## config.mk

```make
export PLATFORM = sky130hd
export DESIGN_NAME = bus_initiator
export DESIGN_NICKNAME = d
export VERILOG_FILES = /design/src/rtl/bus_pkg.sv /design/src/rtl/bus_timeout_counter.sv /design/src/rtl/bus_initiator.sv
export SDC_FILE = /design/constraint.sdc
export NUM_CORES = 1
export LEC_CHECK = 0
export ABC_AREA = 1
export BUFFER_PORTS_ARGS = -buffer_cell sky130_fd_sc_hd__clkbuf_2
export CAP_MARGIN = 20
export CORE_ASPECT_RATIO = 1.1
export CORE_MARGIN = 2
export CORE_UTILIZATION = 47
export DETAILED_ROUTE_END_ITERATION = 16
export PLACE_DENSITY_LB_ADDON = 0.3
export SYNTH_ARGS = -nofsm -noshare
export SYNTH_HDL_FRONTEND = slang
export SYNTH_HIERARCHICAL = 1
export SYNTH_SLANG_ARGS = --single-unit
```

## constraint.sdc

```tcl
create_clock -name clk -period 4 [get_ports clk]
set_input_delay 0.2 -clock clk [delete_from_list [all_inputs] [get_ports clk]]
set_output_delay 0.2 -clock clk [all_outputs]
set_load 0.03 [all_outputs]
```

## src/rtl/bus_pkg.sv

```systemverilog
// Shared types and constants for the peripheral bus initiator.
package bus_pkg;

    typedef enum logic [1:0] {
        IDLE = 2'd0,
        REQ  = 2'd1,
        WAIT = 2'd2,
        RESP = 2'd3
    } bus_init_state_t;

    localparam int          BUS_DEFAULT_TIMEOUT = 16;
    localparam logic [31:0] BUS_ERR_RDATA       = 32'h0;

endpackage

```

## src/rtl/bus_timeout_counter.sv

```systemverilog
// Saturating cycle counter; expired flags the last permitted cycle of a wait.
module bus_timeout_counter #(
    parameter int TIMEOUT_CYCLES = 16
) (
    input  logic clk,
    input  logic rst,
    input  logic clear,
    input  logic enable,
    output logic expired
);

    localparam int CW = $clog2(TIMEOUT_CYCLES + 1);

    logic [CW-1:0] cnt_q;
    logic [CW-1:0] cnt_d;

    assign expired = (cnt_q == CW'(TIMEOUT_CYCLES - 1));

    // Holds at the expiry value instead of wrapping.
    always_comb begin
        cnt_d = cnt_q;
        if (clear) begin
            cnt_d = '0;
        end else if (enable && !expired) begin
            cnt_d = cnt_q + CW'(1);
        end
    end

    always_ff @(posedge clk or posedge rst) begin
        if (rst) begin
            cnt_q <= '0;
        end else begin
            cnt_q <= cnt_d;
        end
    end

endmodule

```

## src/rtl/bus_initiator.sv

```systemverilog
// Bus initiator: one command in, one req/gnt/rvalid transaction, one response out.
// Both command and response ports transfer on the cycle where valid && ready.
module bus_initiator
    import bus_pkg::*;
#(
    parameter int TIMEOUT_CYCLES = BUS_DEFAULT_TIMEOUT
) (
    input  logic        clk,
    input  logic        rst,
    input  logic        cmd_valid,
    output logic        cmd_ready,
    input  logic        cmd_we,
    input  logic [31:0] cmd_addr,
    input  logic [31:0] cmd_wdata,
    input  logic [3:0]  cmd_be,
    output logic        rsp_valid,
    input  logic        rsp_ready,
    output logic [31:0] rsp_rdata,
    output logic        rsp_err,
    output logic        req,
    output logic        we,
    output logic [3:0]  be,
    output logic [31:0] addr,
    output logic [31:0] wdata,
    input  logic        gnt,
    input  logic        rvalid,
    input  logic [31:0] rdata
);

    bus_init_state_t state_q, state_d;
    logic            req_q, req_d;
    logic            we_q, we_d;
    logic [3:0]      be_q, be_d;
    logic [31:0]     addr_q, addr_d;
    logic [31:0]     wdata_q, wdata_d;
    logic [31:0]     rdata_q, rdata_d;
    logic            err_q, err_d;
    logic            cnt_clr, cnt_en, cnt_expired;

    bus_timeout_counter #(.TIMEOUT_CYCLES(TIMEOUT_CYCLES)) u_timeout (
        .clk     (clk),
        .rst     (rst),
        .clear   (cnt_clr),
        .enable  (cnt_en),
        .expired (cnt_expired)
    );

    always_comb begin
        state_d = state_q;
        we_d    = we_q;
        be_d    = be_q;
        addr_d  = addr_q;
        wdata_d = wdata_q;
        rdata_d = rdata_q;
        err_d   = err_q;
        cnt_clr = 1'b0;
        cnt_en  = 1'b0;
        case (state_q)
            IDLE: begin
                if (cmd_valid) begin
                    we_d    = cmd_we;
                    be_d    = cmd_be;
                    addr_d  = cmd_addr;
                    wdata_d = cmd_wdata;
                    cnt_clr = 1'b1;
                    state_d = REQ;
                end
            end
            REQ: begin
                // A grant on the final permitted cycle takes priority over expiry.
                if (gnt) begin
                    cnt_clr = 1'b1;
                    state_d = WAIT;
                end else if (cnt_expired) begin
                    rdata_d = BUS_ERR_RDATA;
                    err_d   = 1'b1;
                    state_d = RESP;
                end else begin
                    cnt_en = 1'b1;
                end
            end
            WAIT: begin
                if (rvalid) begin
                    rdata_d = we_q ? 32'h0 : rdata;
                    err_d   = 1'b0;
                    state_d = RESP;
                end else if (cnt_expired) begin
                    rdata_d = BUS_ERR_RDATA;
                    err_d   = 1'b1;
                    state_d = RESP;
                end else begin
                    cnt_en = 1'b1;
                end
            end
            RESP: begin
                if (rsp_ready) begin
                    state_d = IDLE;
                end
            end
            default: state_d = IDLE;
        endcase
        // req is registered from the next state so it has no path from gnt.
        req_d = (state_d == REQ);
    end

    always_ff @(posedge clk or posedge rst) begin
        if (rst) begin
            state_q <= IDLE;
            req_q   <= 1'b0;
            we_q    <= 1'b0;
            be_q    <= 4'h0;
            addr_q  <= 32'h0;
            wdata_q <= 32'h0;
            rdata_q <= 32'h0;
            err_q   <= 1'b0;
        end else begin
            state_q <= state_d;
            req_q   <= req_d;
            we_q    <= we_d;
            be_q    <= be_d;
            addr_q  <= addr_d;
            wdata_q <= wdata_d;
            rdata_q <= rdata_d;
            err_q   <= err_d;
        end
    end

    assign cmd_ready = (state_q == IDLE);
    assign rsp_valid = (state_q == RESP);
    assign rsp_rdata = rdata_q;
    assign rsp_err   = err_q;
    assign req       = req_q;
    assign we        = we_q;
    assign be        = be_q;
    assign addr      = addr_q;
    assign wdata     = wdata_q;

endmodule

```

==> impl_metrics.toml, run 1 <==
[routing]
routed_wl_mm = 11.0
drt-initial-drc-count = 154
vias_per_cell = 4.92
firstDrtPassIters = 4
antenna_left = 0
wire_per_inst_um = 14.2
remaining_drc_errors = 0
vias = 3784

[timing]
hold_ws_ps = 51.8
slew_violations = 0
hold_viol = 0
max_clock_freq_mhz = 409
worst_pin_slew_ps = 968
period_share_pct = 61.1
tns_ps = 0
rsz0062_at_grt = "false"
period_needed_ps = 2440
fin_skew_ps = 13.6
finalWorstSetupSlack_ps = 1560
setup_viol = 0
slew_headroom_pct = 35.5

[synth]
synth.area.top_cells = "dfrtp_1, mux2_2, nor2_1, inv_1, a21oi_1"
synth-xor-area-share_pct = 0
avgSynthCellArea_um2 = 10.9
synth_top_family_by_area = "multiplexers"
synth-simple-area-share_pct = 9.37
yosysWarnings = 6
synth_fa_ha_area_share_pct = 1.56
synth-compound-area-share_pct = 7.55
yosysUniqueCellTypes = 22
synth_seq_area_share_pct = 57.3
synth_area_um2 = 4800
yosysTopAreaCell = "dfrtp_1"
ys_ff_latch = 110
synth.area.mux_share_pct = 16.6
syn_nets = 554
synthCells = 441
yosysTopAreaCellShare_pct = 57.3

[clock_network]
cts_tree = "yes"
clock-root-buffer = "clkbuf_8"
clockBufferDepth = 2
clk_latency_ps = 370
htree_levels = 3
cts_buffers = 9
path_clk_slew_ps = 110
clock-sinks = 110

[floorplan]
core_um2 = 9890
die_width_um = 100
initial_core_util_pct = 48.6
io_pins = 212
fp-row-count = 38
die_area_um2 = 11000
die_y_um = 110

[place]
place_area_um2 = 5860
numPortBuffers = 211
pre_cts_slack_ps = 1560
place_congestion = 0.831
post-place-cells = 751
dp_hpwl_mm = 7.86

[layout]
final_cell_area_um2 = 6080
final_layout_size_suffix_gt1_share_pct = 48.1
fin_cells = 769
layout.nets = 757
area_delta_synth_final_pct = 26.5
nFillCells = 864
diodes = 0
post-route-util_pct = 61.4
final_cell_mix = "clkbuf_2, dfrtp_1, nor2_1"
final_common_cell = "clkbuf_2"

[critical_path]
r2r_cells = 6
cp-start-kind = "register"
arrival_ps = 2720
worstReg2RegStart = "state_q[0]$_DFF_PP0_"
cp.required_ps = 4280
worstPathMaxFanout = 34
r2r_end = "rsp_rdata[6]$_DFFE_PP0P_"
r2r_slack_ps = 1560
end_kind = "register"
criticalPathCategory = "reg -> reg"

[power_and_ir_drop]
powerDensity_nw_per_um2 = 889
ir_drop_uv = 508
leakage_nw = 3.22
p_total_mw = 5.40

[hold_path]
min_delay_worst_endpoint = "addr[19]$_DFFE_PP0P_"
hold_class = "in -> reg"
min_path_cells = 2
hp-start = "cmd_addr[19]"

[outcome]
status = "finished clean"

[global_routing]
grt_max_degree = 80
first_global_vias = 3656
grt_pass1_wl_mm = 16.8
grt_use_total_pct = 19.1
antenna_found_initial = 0
overflow = 0

[flow_run]
max_cap_viol_count = 0
## cell type report
cell class | instances | area (um^2) | area share (%)
Timing Repair Buffer | 215 | 1110 | 18.2
Multi-Input combinational cell | 257 | 1690 | 27.8
Clock buffer | 9 | 124 | 2.04
Tap cell | 120 | 150 | 2.47
Clock inverter | 7 | 57.6 | 0.947
Inverter | 51 | 195 | 3.21
Sequential cell | 110 | 2750 | 45.3
## power breakdown
group / internal [mW] / total [mW] / switching, mW / leakage, nW
combinational: 0.963 / 2.83 / 1.87 / 1.88
clock: 0.236 / 0.633 / 0.397 / 0.0881
sequential: 1.64 / 1.94 / 0.295 / 1.25
## worst max-delay path: stages, from the launching register on
cell,delay [ps]
dfrtp_1,420
inv_1,130
ha_1,210
nand2_2,340
nand2_1,780
o21ai_0,250
a21oi_1,240
## metal layers
layer	wire length (um)	track usage [%]
met5	0	0
met4	146	5.68
met3	800	5.49
met2	5500	31.5
met1	4520	24.8
## how the worst max path moves through the flow
stage,startpoint,end,slack [ps]
global route,state_q[0]$_DFF_PP0_,rsp_rdata[6]$_DFFE_PP0P_,1330
floorplan,rst,addr[0]$_DFFE_PP0P_,1040
detailed placement,state_q[0]$_DFF_PP0_,rsp_rdata[6]$_DFFE_PP0P_,1560
global placement,state_q[0]$_DFF_PP0_,rsp_rdata[6]$_DFFE_PP0P_,1740
CTS,state_q[0]$_DFF_PP0_,rsp_rdata[6]$_DFFE_PP0P_,1540
finish,state_q[0]$_DFF_PP0_,rsp_rdata[6]$_DFFE_PP0P_,1560
## sequential cells by signal, summed over array words and instances, names as in the netlist
register	cells
addr	32
be	4
req	1
rsp_err	1
rsp_rdata	32
state_q	2
u_timeout/cnt_q	5
wdata	32
we	1
## cell families after synthesis
group,Yosys count
multiplexers,69
AND/OR/NAND/NOR,111
flip-flops,110
adder cells (fa/ha/maj),6
AO/OA/AOI/OAI,71
buffers and inverters,74
## Yosys cell counts
| cell type | n |
|---|---|
| nand3_2 | 1 |
| clkinv_2 | 1 |
| o21ai_0 | 34 |
| a21oi_1 | 35 |
| clkbuf_8 | 7 |
| nor2_1 | 75 |
| nor2_2 | 1 |
| inv_2 | 3 |
| inv_1 | 47 |
| dfrtp_1 | 110 |
| buf_2 | 12 |
| ha_1 | 6 |
| nor3_1 | 1 |
| nand3_1 | 3 |
| nand2_2 | 3 |
| mux2_4 | 6 |
| o21ai_2 | 2 |
| nand2_4 | 1 |
| clkbuf_1 | 4 |
| mux2_2 | 63 |
| nand2_1 | 25 |
| and3b_1 | 1 |
## repair_timing
| item | in CTS | in global routing |
|---|---|---|
| hold buffers | 1 | 0 |
| hold endpoints to repair | 5 | 0 |
| setup buffers | 0 | 0 |
| endpoints found under the setup margin | 0 | 0 |
| resized for setup | 0 | 0 |
(Power assumes the default switching activity.)
==> run 2: changes to the inputs <==
ABC_AREA = 0   (was 1)
CORE_UTILIZATION = 42   (was 47)
clock period = 2.1 ns   (was 4 ns; I/O delays follow)
==> run 2 against run 1 <==
Combinational power grew 97%. Clock-buffer cell count increased by 3. Fmax is 24% higher. Worst setup slack lost 1400 ps. Clock skew decreased by 4.5 ps. Sequential power up 93%. Highest routed layer unchanged. Global-route usage up 1.1 points. Die area rose by 8.4%. Wire length is 10% higher. Area after synthesis is 2.8% lower. Non-clock buffer count grew 103.
==> impl_metrics.toml, run 2 <==
[timing]
period_share_pct = 94.0
worst_pin_slew_ps = 583
tns_ps = 0
hold_viol = 0
slew_headroom_pct = 61.1
finalWorstSetupSlack_ps = 125
fin_skew_ps = 9.14
max_clock_freq_mhz = 506
setup_viol = 0
rsz0062_at_grt = "false"
slew_violations = 0
period_needed_ps = 1980

[hold_path]
hold_class = "in -> reg"

[global_routing]
antenna_found_initial = 0
grt_max_degree = 106
first_global_vias = 3991
overflow = 0
grt_pass1_wl_mm = 19.2
grt_use_total_pct = 20.2

[synth]
syn_nets = 464
synthCells = 351
synth-edff-count = 0
yosysWarnings = 6
synth_seq_area_share_pct = 58.9
yosysTopAreaCellShare_pct = 58.9
synth-xor-area-share_pct = 0.375
async_flop_share_pct = 100
netlist_top_cells_count = "dfrtp_1, mux2_2, nor2_1"
synth_top_family_by_area = "multiplexers"
synth.area.mux_share_pct = 17.5
synth_most_common_cell = "dfrtp_1"
ys_ff_latch = 110
synth-compound-area-share_pct = 8.07
synth-simple-area-share_pct = 8.82
yosysUniqueCellTypes = 38
avgSynthCellArea_um2 = 13.3
synth.area.top_cells = "dfrtp_1, mux2_2, a21oi_2, nor2_1, nand2_1"
yosysTopAreaCell = "dfrtp_1"
synth_fa_ha_area_share_pct = 1.61
yosys_most_used_dff = "dfrtp_1"
synth_area_um2 = 4670

[critical_path]
cp-start-kind = "register"
crit_chain = "ha_1, and3_1, ha_2, buf_4, a21oi_2, a211oi_4, buf_4, buf_12, a21oi_2"
cp.required_ps = 2370
end_kind = "register"
path_delay_family = "buffers and inverters"
arrival_ps = 2240
cp_slowest_stage_delay_ps = 410
criticalPathCategory = "reg -> reg"
cp_slowest_cell = "dfrtp_1"
cp_num_buf_inv = 3
worstPathMaxFanout = 16

[place]
dp_hpwl_mm = 7.53
place_congestion = 0.807
pre_cts_slack_ps = 78.4
numPortBuffers = 211

[clock_network]
clk_latency_ps = 340
cts_tree = "yes"
cts_buffers = 9
htree_levels = 3
clock-root-buffer = "clkbuf_16"
clock-sinks = 110
path_clk_slew_ps = 70
clockBufferDepth = 2

[layout]
final_common_cell = "clkbuf_2"
nFillCells = 842
final_layout_size_suffix_gt1_share_pct = 51.4
final_cell_mix = "clkbuf_2, dfrtp_1, dlygate4sd3_1"
area_delta_synth_final_pct = 53.0
multi_input_area_um2 = 1710
regArea_um2 = 2750
layout.nets = 775

[floorplan]
die_y_um = 115
io_pins = 212
core_um2 = 10900
fp-row-count = 40
die_width_um = 105
initial_core_util_pct = 43.0
die_area_um2 = 12000

[routing]
vias = 3821
routed_wl_mm = 12.1
antenna_left = 0
wire_per_inst_um = 14.8
vias_per_cell = 4.69
drt-initial-drc-count = 180
remaining_drc_errors = 0
firstDrtPassIters = 4

[outcome]
status = "finished clean"

[power_and_ir_drop]
powerDensity_nw_per_um2 = 1540
ir_drop_uv = 793
leakage_nw = 3.43

[flow_run]
max_cap_viol_count = 0
[run 2: changes by cell type after synthesis, sizes merged, moves of 3 or more]
cell    before  now
clkbuf      11    5
nand2       29   37
nor2b        0    3
nand3        4    1
inv         50    6
nor2        76   43
o21ai       36    2
[run 2: logic make-up after synthesis]
kind of cell,count (synthesis)
adders and majority gates,6
DFF,110
AOI/OAI and AO/OA,45
muxes,71
and+or+nand+nor,93
buffers and inverters,24
xor gates and xnor gates,2
[run 2: routing by layer]
metal | vias up | track usage (%) | share of wire, %
met4 | 0 | 10.2 | 2.8
met3 | 24 | 3.76 | 4.9
met1 | 1856 | 22.7 | 39
met5 | - | 0 | 0
met2 | 132 | 36.9 | 53
li1 | 1809 | - | -
[run 2: final timing paths]
check,end,depth (start not counted),from,slack [ps]
max in group asynchronous,addr[16]$_DFFE_PP0P_,4,rst,1190
max,rsp_rdata[19]$_DFFE_PP0P_,9,u_timeout/cnt_q[0]$_DFFE_PP0P_,120
min in group asynchronous,u_timeout/cnt_q[2]$_DFFE_PP0P_,3,rst,230
min,wdata[3]$_DFFE_PP0P_,2,cmd_wdata[3],8
min reg2reg,wdata[17]$_DFFE_PP0P_,1,wdata[17]$_DFFE_PP0P_,500
max reg2reg,rsp_rdata[19]$_DFFE_PP0P_,9,u_timeout/cnt_q[0]$_DFFE_PP0P_,120
[run 2: worst reg2reg max path, stage by stage (launching register included)]
cell and delay, ps:
dfrtp_1 410, ha_1 220, and3_1 190, ha_2 210, buf_4 170, a21oi_2 180
a211oi_4 60, buf_4 150, buf_12 150, a21oi_2 170
[run 2: where the power goes]
group	switching (mW)	internal, mW	leakage, nW	total [mW]
registers	0.573	3.16	1.31	3.74
clock network	0.737	0.923	0.137	1.66
logic	3.56	2.02	1.98	5.57
total	4.87	6.10	3.43	11.0
[run 2: stage by stage]
step / utilization, % / power [mW] / std cells / area [um^2] / hold slack, ps
floorplan: - / 7.62 / 351 / 4680 / -116
global placement: 54.1 / 9.01 / 701 / 5870 / 35.8
detailed placement: 54.1 / 9.16 / 701 / 5870 / 34.7
CTS: 65.1 / 11.0 / 808 / 7070 / 0.276
global route: 65.7 / 11.6 / 814 / 7140 / -3.21
finish: 65.8 / 11.0 / 815 / 7140 / 7.90
[run 2: final cells by class]
type / instances / share of cell area [%]
Timing Repair Buffer: 318 / 30.6
Tap cell: 147 / 2.57
Clock inverter: 4 / 0.666
Sequential cell: 110 / 38.5
Antenna cell: 1 / 0.0350
Inverter: 6 / 0.368
Multi-Input combinational cell: 217 / 23.9
Clock buffer: 12 / 3.31
[run 2: timing repair]
action | CTS | global route
hold buffers | 91 | 2
endpoints found under the setup margin | 0 | 30
endpoints found under the hold margin | 200 | 2
resized for setup | 0 | 1
setup buffers | 0 | 2
==> run 3: changes to the inputs <==
--- a/config.mk
+++ b/config.mk
@@ -10,7 +10,10 @@
 export CAP_MARGIN = 20
+export CELL_PAD_IN_SITES_DETAIL_PLACEMENT = 1
+export CELL_PAD_IN_SITES_GLOBAL_PLACEMENT = 1
 export CORE_ASPECT_RATIO = 1.1
 export CORE_MARGIN = 2
-export CORE_UTILIZATION = 42
+export CORE_UTILIZATION = 32
 export DETAILED_ROUTE_END_ITERATION = 16
 export PLACE_DENSITY_LB_ADDON = 0.3
+export SETUP_SLACK_MARGIN = 0.15
 export SYNTH_ARGS = -nofsm -noshare
==> constraint.sdc (replaced) <==
create_clock -name clk -period 2.1 [get_ports clk]
set_input_delay 0.42 -clock clk [delete_from_list [all_inputs] [get_ports clk]]
set_output_delay 0.42 -clock clk [all_outputs]
set_load 0.03 [all_outputs]
==> run 3 against run 2 <==
Largest power group unchanged. Sequential share of layout area rose by 5.3 points. Sequential cell count unchanged. First-iteration DRC count shrank 20%. Utilization down 22 points. Combinational power is 2% lower. Critical path depth decreased by 2. Hold slack gained 280 ps. Clock skew down 4.6 ps. Critical endpoint is now u_timeout/cnt_q[3]$_DFFE_PP0P_. Via count down 9.9%. Fmax rose by 3.2%. Non-clock buffer count down 92.
==> impl_metrics.toml, run 3 (synthesis gave the netlist of run 2 again) <==
[layout]
final_common_cell = "clkbuf_2"
multi_input_area_um2 = 1740
final_cell_mix = "clkbuf_2, dfrtp_1, mux2_2"
layout.nets = 683
diodes = 0
regArea_um2 = 2750
final_layout_size_suffix_gt1_share_pct = 61.4
nFillCells = 1610
area_delta_synth_final_pct = 34.7
final_cell_area_um2 = 6290

[routing]
remaining_drc_errors = 0
firstDrtPassIters = 4
routed_wl_mm = 11.7
vias_per_cell = 4.49
drt-initial-drc-count = 144
antenna_left = 0
vias = 3443
wire_per_inst_um = 15.3

[clock_network]
clk_latency_ps = 340
path_clk_slew_ps = 70
cts_tree = "yes"
clock-sinks = 110
htree_levels = 3
cts_buffers = 9
clock-root-buffer = "clkbuf_16"
clockBufferDepth = 2

[global_routing]
grt_use_total_pct = 15.1
grt_max_degree = 73
overflow = 0
grt_pass1_wl_mm = 18.4
first_global_vias = 3563
antenna_found_initial = 0

[floorplan]
io_pins = 212
core_um2 = 14300
initial_core_util_pct = 32.6
die_width_um = 119
die_area_um2 = 15600
die_y_um = 131
fp-row-count = 46

[timing]
fin_skew_ps = 4.55
rsz0062_at_grt = "true"
hold_viol = 0
slew_violations = 0
slew_headroom_pct = 71.7
setup_viol = 0
tns_ps = 0
hold_ws_ps = 289
worst_pin_slew_ps = 424
period_share_pct = 91.1
max_clock_freq_mhz = 523
period_needed_ps = 1910

[critical_path]
cp-start-kind = "register"
crit_cells = 7
r2r_end = "u_timeout/cnt_q[3]$_DFFE_PP0P_"
criticalPathCategory = "reg -> reg"
r2r_slack_ps = 190
crit_chain = "ha_2, and3_4, ha_4, nor3b_4, nor2b_4, nand4_1, mux2_4"
cp_slowest_stage_delay_ps = 410
arrival_ps = 2140
crit_start = "u_timeout/cnt_q[1]$_DFFE_PP0P_"
cp.required_ps = 2330
end_kind = "register"
cp_slowest_cell = "dfrtp_1"
path_delay_family = "simple AND/OR/NAND/NOR gates"
cp_num_buf_inv = 0
cp-endpoint = "u_timeout/cnt_q[3]$_DFFE_PP0P_"
r2r_cells = 7
worstPathMaxFanout = 7
worstReg2RegStart = "u_timeout/cnt_q[1]$_DFFE_PP0P_"

[place]
dp_hpwl_mm = 8.86
place_congestion = 0.734
place_area_um2 = 5920
numPortBuffers = 211

[power_and_ir_drop]
leakage_nw = 3.03
powerDensity_nw_per_um2 = 1720
ir_drop_uv = 616

[hold_path]
hold_class = "in -> reg"

[outcome]
status = "finished clean"

[flow_run]
max_cap_viol_count = 0
==> run 3: changes by cell type in the layout (fill, tap and decap cells not counted), sizes merged <==
cell and change:
bufinv -1, diode -1, buf +2, clkinvlp +1
dlygate4sd3 -92, inv +3, clkbuf -4, clkinv -1
==> run 3: area by class of cell <==
type | count | share of cell area (%)
flip-flops and latches | 110 | 43.8
multi-input cells | 217 | 27.7
repair buffers | 226 | 19.6
well taps | 192 | 3.82
clock buffers | 10 | 3.80
clock inverters | 6 | 0.836
inverters | 6 | 0.418
==> run 3: layer usage <==
layer  track usage (%)  up-vias  share of wire [%]
li1                  -     1624                  -
met1              18.2     1685                 40
met2              27.0      126                 52
met3              4.30        8                6.7
met4              3.57        0                1.2
met5                 0        -                  0
==> run 3: worst min path at each step <==
stage | from | to | slack [ps] | cells past startpoint
after global routing | rdata[13] | rsp_rdata[13]$_DFFE_PP0P_ | 280 | 3
after global placement | rst | u_timeout/cnt_q[2]$_DFFE_PP0P_ | 350 | 2
final | rdata[15] | rsp_rdata[15]$_DFFE_PP0P_ | 290 | 3
after floorplan | rst | u_timeout/cnt_q[0]$_DFFE_PP0P_ | 200 | 1
after detailed placement | rst | u_timeout/cnt_q[0]$_DFFE_PP0P_ | 360 | 2
after CTS | rdata[13] | rsp_rdata[13]$_DFFE_PP0P_ | 270 | 3
==> run 3: where the power goes <==
group          internal [mW]  switching [mW]  leakage, nW
logic                   1.89            3.54         1.58
registers               3.16           0.559         1.31
clock network          0.857           0.795        0.138
==> run 3: tightest hold or removal path, stage by stage <==
cell	delay (ps)
clkbuf_2	80
nand2_1	40
a21oi_1	50
==> run 3: per-stage QoR <==
step / utilization [%] / total power [mW] / cells / setup slack, ps
6_report: 43.9 / 10.8 / 767 / 187
5_1_grt: 43.9 / 11.5 / 767 / 91.2
4_1_cts: 43.6 / 11.0 / 762 / 156
3_5_place_dp: 41.3 / 9.25 / 744 / 75.1
3_3_place_gp: 41.3 / 9.04 / 744 / 188
2_1_floorplan: - / 7.63 / 351 / 165
==> run 3: repair_timing <==
action                                  4_1_cts  5_1_grt
hold buffers                                  1        0
resized for setup                             3        3
endpoints found under the setup margin        1        7
endpoints found under the hold margin         5        0
buffers inserted                              1        5
pin swaps                                     0        1
